$ cat src/rtl/sipo_shift_ctrl.sv
// -----------------------------------------------------------------------------
// sipo_shift_ctrl
//
// Frame sequencer for a serial-in/parallel-out shift register. A frame is
// started with start_i. WIDTH serial bits are then shifted in, LSB first. The
// captured word is rotated by a latched amount in a latched direction. Finally
// the word is offered on a valid/ready handshake. Completed handshakes are
// counted in a wrapping frame counter.
//
// Ports:
//   clock_i      rising-edge clock
//   reset_i      asynchronous active-high reset
//   start_i      begin a frame; honoured in IDLE or on the HOLD handshake edge
//   data_in_i    serial bit, consumed on each edge while shift_en_o=1
//   dir_i        rotate direction (1=right, 0=left), latched at frame start
//   rot_amt_i    rotate count 0..WIDTH-1, latched at frame start
//   shift_en_o   high in LOAD
//   busy_o       high in any state other than IDLE
//   data_out_o   internal register; meaningful while out_valid_o=1
//   out_valid_o  word available (HOLD)
//   out_ready_i  consumer accepts the word
//   frame_cnt_o  number of completed handshakes, wraps
// -----------------------------------------------------------------------------
module sipo_shift_ctrl #(
    parameter int WIDTH = 4,
    parameter int RW    = $clog2(WIDTH),
    parameter int FCW   = 8
) (
    input  logic             clock_i,
    input  logic             reset_i,
    input  logic             start_i,
    input  logic             data_in_i,
    input  logic             dir_i,
    input  logic [RW-1:0]    rot_amt_i,
    output logic             shift_en_o,
    output logic             busy_o,
    output logic [WIDTH-1:0] data_out_o,
    output logic             out_valid_o,
    input  logic             out_ready_i,
    output logic [FCW-1:0]   frame_cnt_o
);

    localparam int CW = $clog2(WIDTH);

    typedef enum logic [1:0] {
        S_IDLE   = 2'd0,
        S_LOAD   = 2'd1,
        S_ROTATE = 2'd2,
        S_HOLD   = 2'd3
    } state_t;

    state_t           state_q, state_d;
    logic [WIDTH-1:0] shift_q, shift_d;
    logic [CW-1:0]    bit_cnt_q, bit_cnt_d;
    logic [RW-1:0]    rot_cnt_q, rot_cnt_d;
    logic [RW-1:0]    rot_amt_q, rot_amt_d;
    logic             dir_q, dir_d;
    logic [FCW-1:0]   frame_cnt_q, frame_cnt_d;

    logic [WIDTH-1:0] rot_right;
    logic [WIDTH-1:0] rot_left;
    logic             last_bit;
    logic             handshake;

    // One-position rotations of the register, wired bit by bit.
    for (genvar gi = 0; gi < WIDTH; gi++) begin : g_rot
        assign rot_right[gi] = shift_q[(gi + 1) % WIDTH];
        assign rot_left[gi]  = shift_q[(gi + WIDTH - 1) % WIDTH];
    end

    assign last_bit  = (bit_cnt_q == CW'(WIDTH - 1));
    assign handshake = (state_q == S_HOLD) && out_ready_i;

    // ------------------------------------------------------------------
    // State register
    // ------------------------------------------------------------------
    always_ff @(posedge clock_i or posedge reset_i) begin
        if (reset_i) begin
            state_q <= S_IDLE;
        end else begin
            state_q <= state_d;
        end
    end

    // ------------------------------------------------------------------
    // Next-state logic
    // ------------------------------------------------------------------
    always_comb begin
        state_d = state_q;
        case (state_q)
            S_IDLE: begin
                if (start_i) state_d = S_LOAD;
            end
            S_LOAD: begin
                if (last_bit) state_d = (rot_amt_q != '0) ? S_ROTATE : S_HOLD;
            end
            S_ROTATE: begin
                // Counter holds the rotations still to perform, including this one.
                if (rot_cnt_q == RW'(1)) state_d = S_HOLD;
            end
            S_HOLD: begin
                if (out_ready_i) state_d = start_i ? S_LOAD : S_IDLE;
            end
            default: state_d = S_IDLE;
        endcase
    end

    // ------------------------------------------------------------------
    // Moore outputs
    // ------------------------------------------------------------------
    always_comb begin
        shift_en_o  = (state_q == S_LOAD);
        busy_o      = (state_q != S_IDLE);
        out_valid_o = (state_q == S_HOLD);
    end

    assign data_out_o  = shift_q;
    assign frame_cnt_o = frame_cnt_q;

    // ------------------------------------------------------------------
    // Datapath next-state
    // ------------------------------------------------------------------
    always_comb begin
        shift_d     = shift_q;
        bit_cnt_d   = bit_cnt_q;
        rot_cnt_d   = rot_cnt_q;
        rot_amt_d   = rot_amt_q;
        dir_d       = dir_q;
        frame_cnt_d = frame_cnt_q;

        case (state_q)
            S_IDLE: begin
                // The register is intentionally left alone so data_out keeps
                // the last word while idle.
                if (start_i) begin
                    bit_cnt_d = '0;
                    dir_d     = dir_i;
                    rot_amt_d = rot_amt_i;
                end
            end
            S_LOAD: begin
                shift_d   = {data_in_i, shift_q[WIDTH-1:1]};
                bit_cnt_d = bit_cnt_q + CW'(1);
                if (last_bit) rot_cnt_d = rot_amt_q;
            end
            S_ROTATE: begin
                shift_d   = dir_q ? rot_right : rot_left;
                rot_cnt_d = rot_cnt_q - RW'(1);
            end
            S_HOLD: begin
                if (handshake) begin
                    frame_cnt_d = frame_cnt_q + FCW'(1);
                    if (start_i) begin
                        bit_cnt_d = '0;
                        dir_d     = dir_i;
                        rot_amt_d = rot_amt_i;
                    end
                end
            end
            default: ;
        endcase
    end

    // ------------------------------------------------------------------
    // Datapath registers
    // ------------------------------------------------------------------
    always_ff @(posedge clock_i or posedge reset_i) begin
        if (reset_i) begin
            shift_q     <= '0;
            bit_cnt_q   <= '0;
            rot_cnt_q   <= '0;
            rot_amt_q   <= '0;
            dir_q       <= 1'b0;
            frame_cnt_q <= '0;
        end else begin
            shift_q     <= shift_d;
            bit_cnt_q   <= bit_cnt_d;
            rot_cnt_q   <= rot_cnt_d;
            rot_amt_q   <= rot_amt_d;
            dir_q       <= dir_d;
            frame_cnt_q <= frame_cnt_d;
        end
    end

endmodule

$ cat config.mk
export PLATFORM = sky130hd
export DESIGN_NAME = sipo_shift_ctrl
export DESIGN_NICKNAME = d
export VERILOG_FILES = /design/src/rtl/sipo_shift_ctrl.sv
export SDC_FILE = /design/constraint.sdc
export NUM_CORES = 1
export LEC_CHECK = 0
export ABC_AREA = 1
export CAP_MARGIN = 5
export CORE_MARGIN = 10
export CORE_UTILIZATION = 50
export CTS_CLUSTER_SIZE = 30
export DETAILED_ROUTE_END_ITERATION = 8
export MAX_ROUTING_LAYER = met4
export PLACE_DENSITY = 0.85
export SYNTH_ARGS = -nofsm -noshare
export SYNTH_HDL_FRONTEND = slang
export SYNTH_SLANG_ARGS = --single-unit
$ cat constraint.sdc
create_clock -name clock_i -period 1.81 [get_ports clock_i]
set_input_delay 0.543 -clock clock_i [delete_from_list [all_inputs] [get_ports clock_i]]
set_output_delay 0.543 -clock clock_i [all_outputs]
set_load 0.02 [all_outputs]
==> reports/metrics.yaml <==
critPathLaunchType: "flip-flop"
cp.required_ps: 1270
vias: 1008
detail_route.first_pass.iterations: 4
avgSynthCellArea_um2: 7.847
finalCritPeriodShare: 0.9766
drc: 0
slew_headroom: 0.8223
startpoint: "state_q[0]"
core_um2: 2233
setup_viol: 0
maxCapViolCount: 0
vias_per_cell: 4.755
skew_ps: 9.467
clock_sinks: 21
worstRegToRegCells: 6
initial_core_util: 0.5305
clk_latency_ps: 310
outcome: "complete, no violations"
nets: 202
final_common_cell: "nand2_1"
syn_area_um2: 1185
io_pins: 23
finalHoldViolCount: 0
grt_antenna_before_repair: 0
synth_seq_cells: 21
cts_buffers: 3
final_cell_mix: "nand2_1 (45), inv_1 (28), dfrtp_1 (21), o21ai_0 (12), dlygate4sd2_1 (12)"
reg2reg_slack_ps: 220
fin_hold_ws_ps: 515.9
rows: 17
yosys.cell_types.count: 18
n_antenna_cell: 0
fin_cells: 212
gp_congestion: 0.8072
reg2reg_from: "state_q[0]"
critPathCapture: "out_valid_o"
synth_cells: 151
cts_tree: "done"
cts_hold_buf: 0
cts_max_path_buffers: 2
ctsResizeCount: 26
path_class: "flip-flop to primary output"
dpl.cell_count: 208
grt.total_usage: 0.1241
layout-drive-gt1-share: 0.1196
grt_pass1_vias: 1019
drtIter0Drc: 61
io_buffers: 22
wirelength_um: 2519
max_freq_mhz: 565.7
crit_arrival_ps: 1220
die_y_um: 68.68
power_density_nw_per_um2: 1633
leakagePower_nw: 0.8187
die_area_um2: 4717
nFillCells: 204
path_clk_slew_ps: 130
slew_violations: 0
worst_r2r_endpoint: "rot_amt_q[0]"
min_period_ps: 1768
grt_pass1_wl_um: 4347
cp_max_fo: 2
syn-num-nets: 168
syn_to_final_growth_pct: 26.19
yosysSeqAreaShare: 0.4435
cts_max_level: 1
root_buffer: "clkbuf_4"
cts_setup_buffers: 0
dp_hpwl_um: 2045
cp-end-kind: "primary output"
tightest_slew_ps: 266.6
grt_start_max_net_pins: 22
hold_class: "flip-flop to flip-flop"
ir_drop_uv: 1039
rsz0062_at_grt: "false"
wl_per_cell_um: 11.88
die_x_um: 68.68
synth_warnings: 0
drtAntennaViolNets: 0
grt-ovfl-total: 0
power by group:
| group | internal [mW] | switching (mW) | leakage [nW] |
|---|---|---|---|
| Combinational | 0.563 | 0.826 | 0.551 |
| Sequential | 0.664 | 0.154 | 0.250 |
| Clock | 0.0826 | 0.151 | 0.0177 |
critical path: stages (launching register included):
cell     delay [ps]
dfrtp_1         390
buf_4           140
ha_1            220
buf_4           170
routing by layer:
layer	routed length (um)	part of all wire	vias to the layer above	global-route usage
met5	0	0	-	-
met4	100	0.040	0	0.08543
met3	155	0.062	9	0.02576
met2	1274	0.51	26	0.2074
met1	988	0.39	442	0.1281
li1	-	-	531	-
cell usage after synthesis:
cell type | instances | area, um2
a21oi_1 | 5 | 25.02
a22oi_1 | 1 | 7.510
dfrtp_1 | 21 | 525.5
ha_1 | 9 | 112.6
inv_1 | 29 | 108.9
mux2_2 | 1 | 11.26
nand2_1 | 45 | 168.9
nand2_2 | 1 | 6.260
nand2_4 | 1 | 11.26
nand3_1 | 9 | 45.04
nor2_1 | 9 | 33.78
nor2_4 | 2 | 22.52
o21a_1 | 1 | 7.510
o21ai_0 | 12 | 60.06
or2_0 | 1 | 6.260
or2_2 | 1 | 6.260
xnor2_1 | 1 | 8.760
xor2_1 | 2 | 17.52
worst min-delay path by stage:
stage,cells after the start,startpoint,end
after floorplan,2,bit_cnt_q[1],bit_cnt_q[1]
after global placement,2,bit_cnt_q[1],bit_cnt_q[1]
after detailed placement,2,data_out_o[2],data_out_o[2]
after CTS,2,data_out_o[2],data_out_o[2]
after global routing,2,data_out_o[2],data_out_o[2]
final,2,data_out_o[2],data_out_o[2]
sequential cells by signal, indices dropped and copies added, names as in the netlist:
| signal | flops |
|---|---|
| data_out_o | 4 |
| bit_cnt_q | 2 |
| state_q | 2 |
| dir_q | 1 |
| frame_cnt_o | 8 |
| rot_amt_q | 2 |
| rot_cnt_q | 2 |
metrics by stage:
step           instance area (um2)  setup WS, ps  TNS [ps]    util  power, mW
2_1_floorplan                 1185         417.9         0       -      1.727
3_3_place_gp                  1493         11.17         0  0.6683      2.228
3_5_place_dp                  1493        -40.48    -57.28  0.6683      2.318
4_1_cts                       1493         22.30         0  0.6683      2.472
5_1_grt                       1495         2.275         0  0.6695      2.710
6_report                      1495         42.27         0  0.6695      2.442
final cells by class:
class	instances	area [um2]	area share
timing repair buffer	29	245.2	0.1640
tap	28	35.03	0.02343
multi-input combinational	101	553.0	0.3699
sequential	21	525.5	0.3515
clock inverter	1	5.005	0.003347
inverter	29	108.9	0.07280
clock buffer	3	22.52	0.01506
cell families after synthesis:
kind of cell	Yosys count	share of synthesized area
AND/OR/NAND/NOR	69	0.2534
buffers and inverters	29	0.09187
flip-flops	21	0.4435
AO/OA/AOI/OAI	19	0.08448
adder cells (fa/ha/maj)	9	0.09504
XOR/XNOR	3	0.02218
multiplexers	1	0.009503
Note: power is estimated with default switching activity, not from simulation.
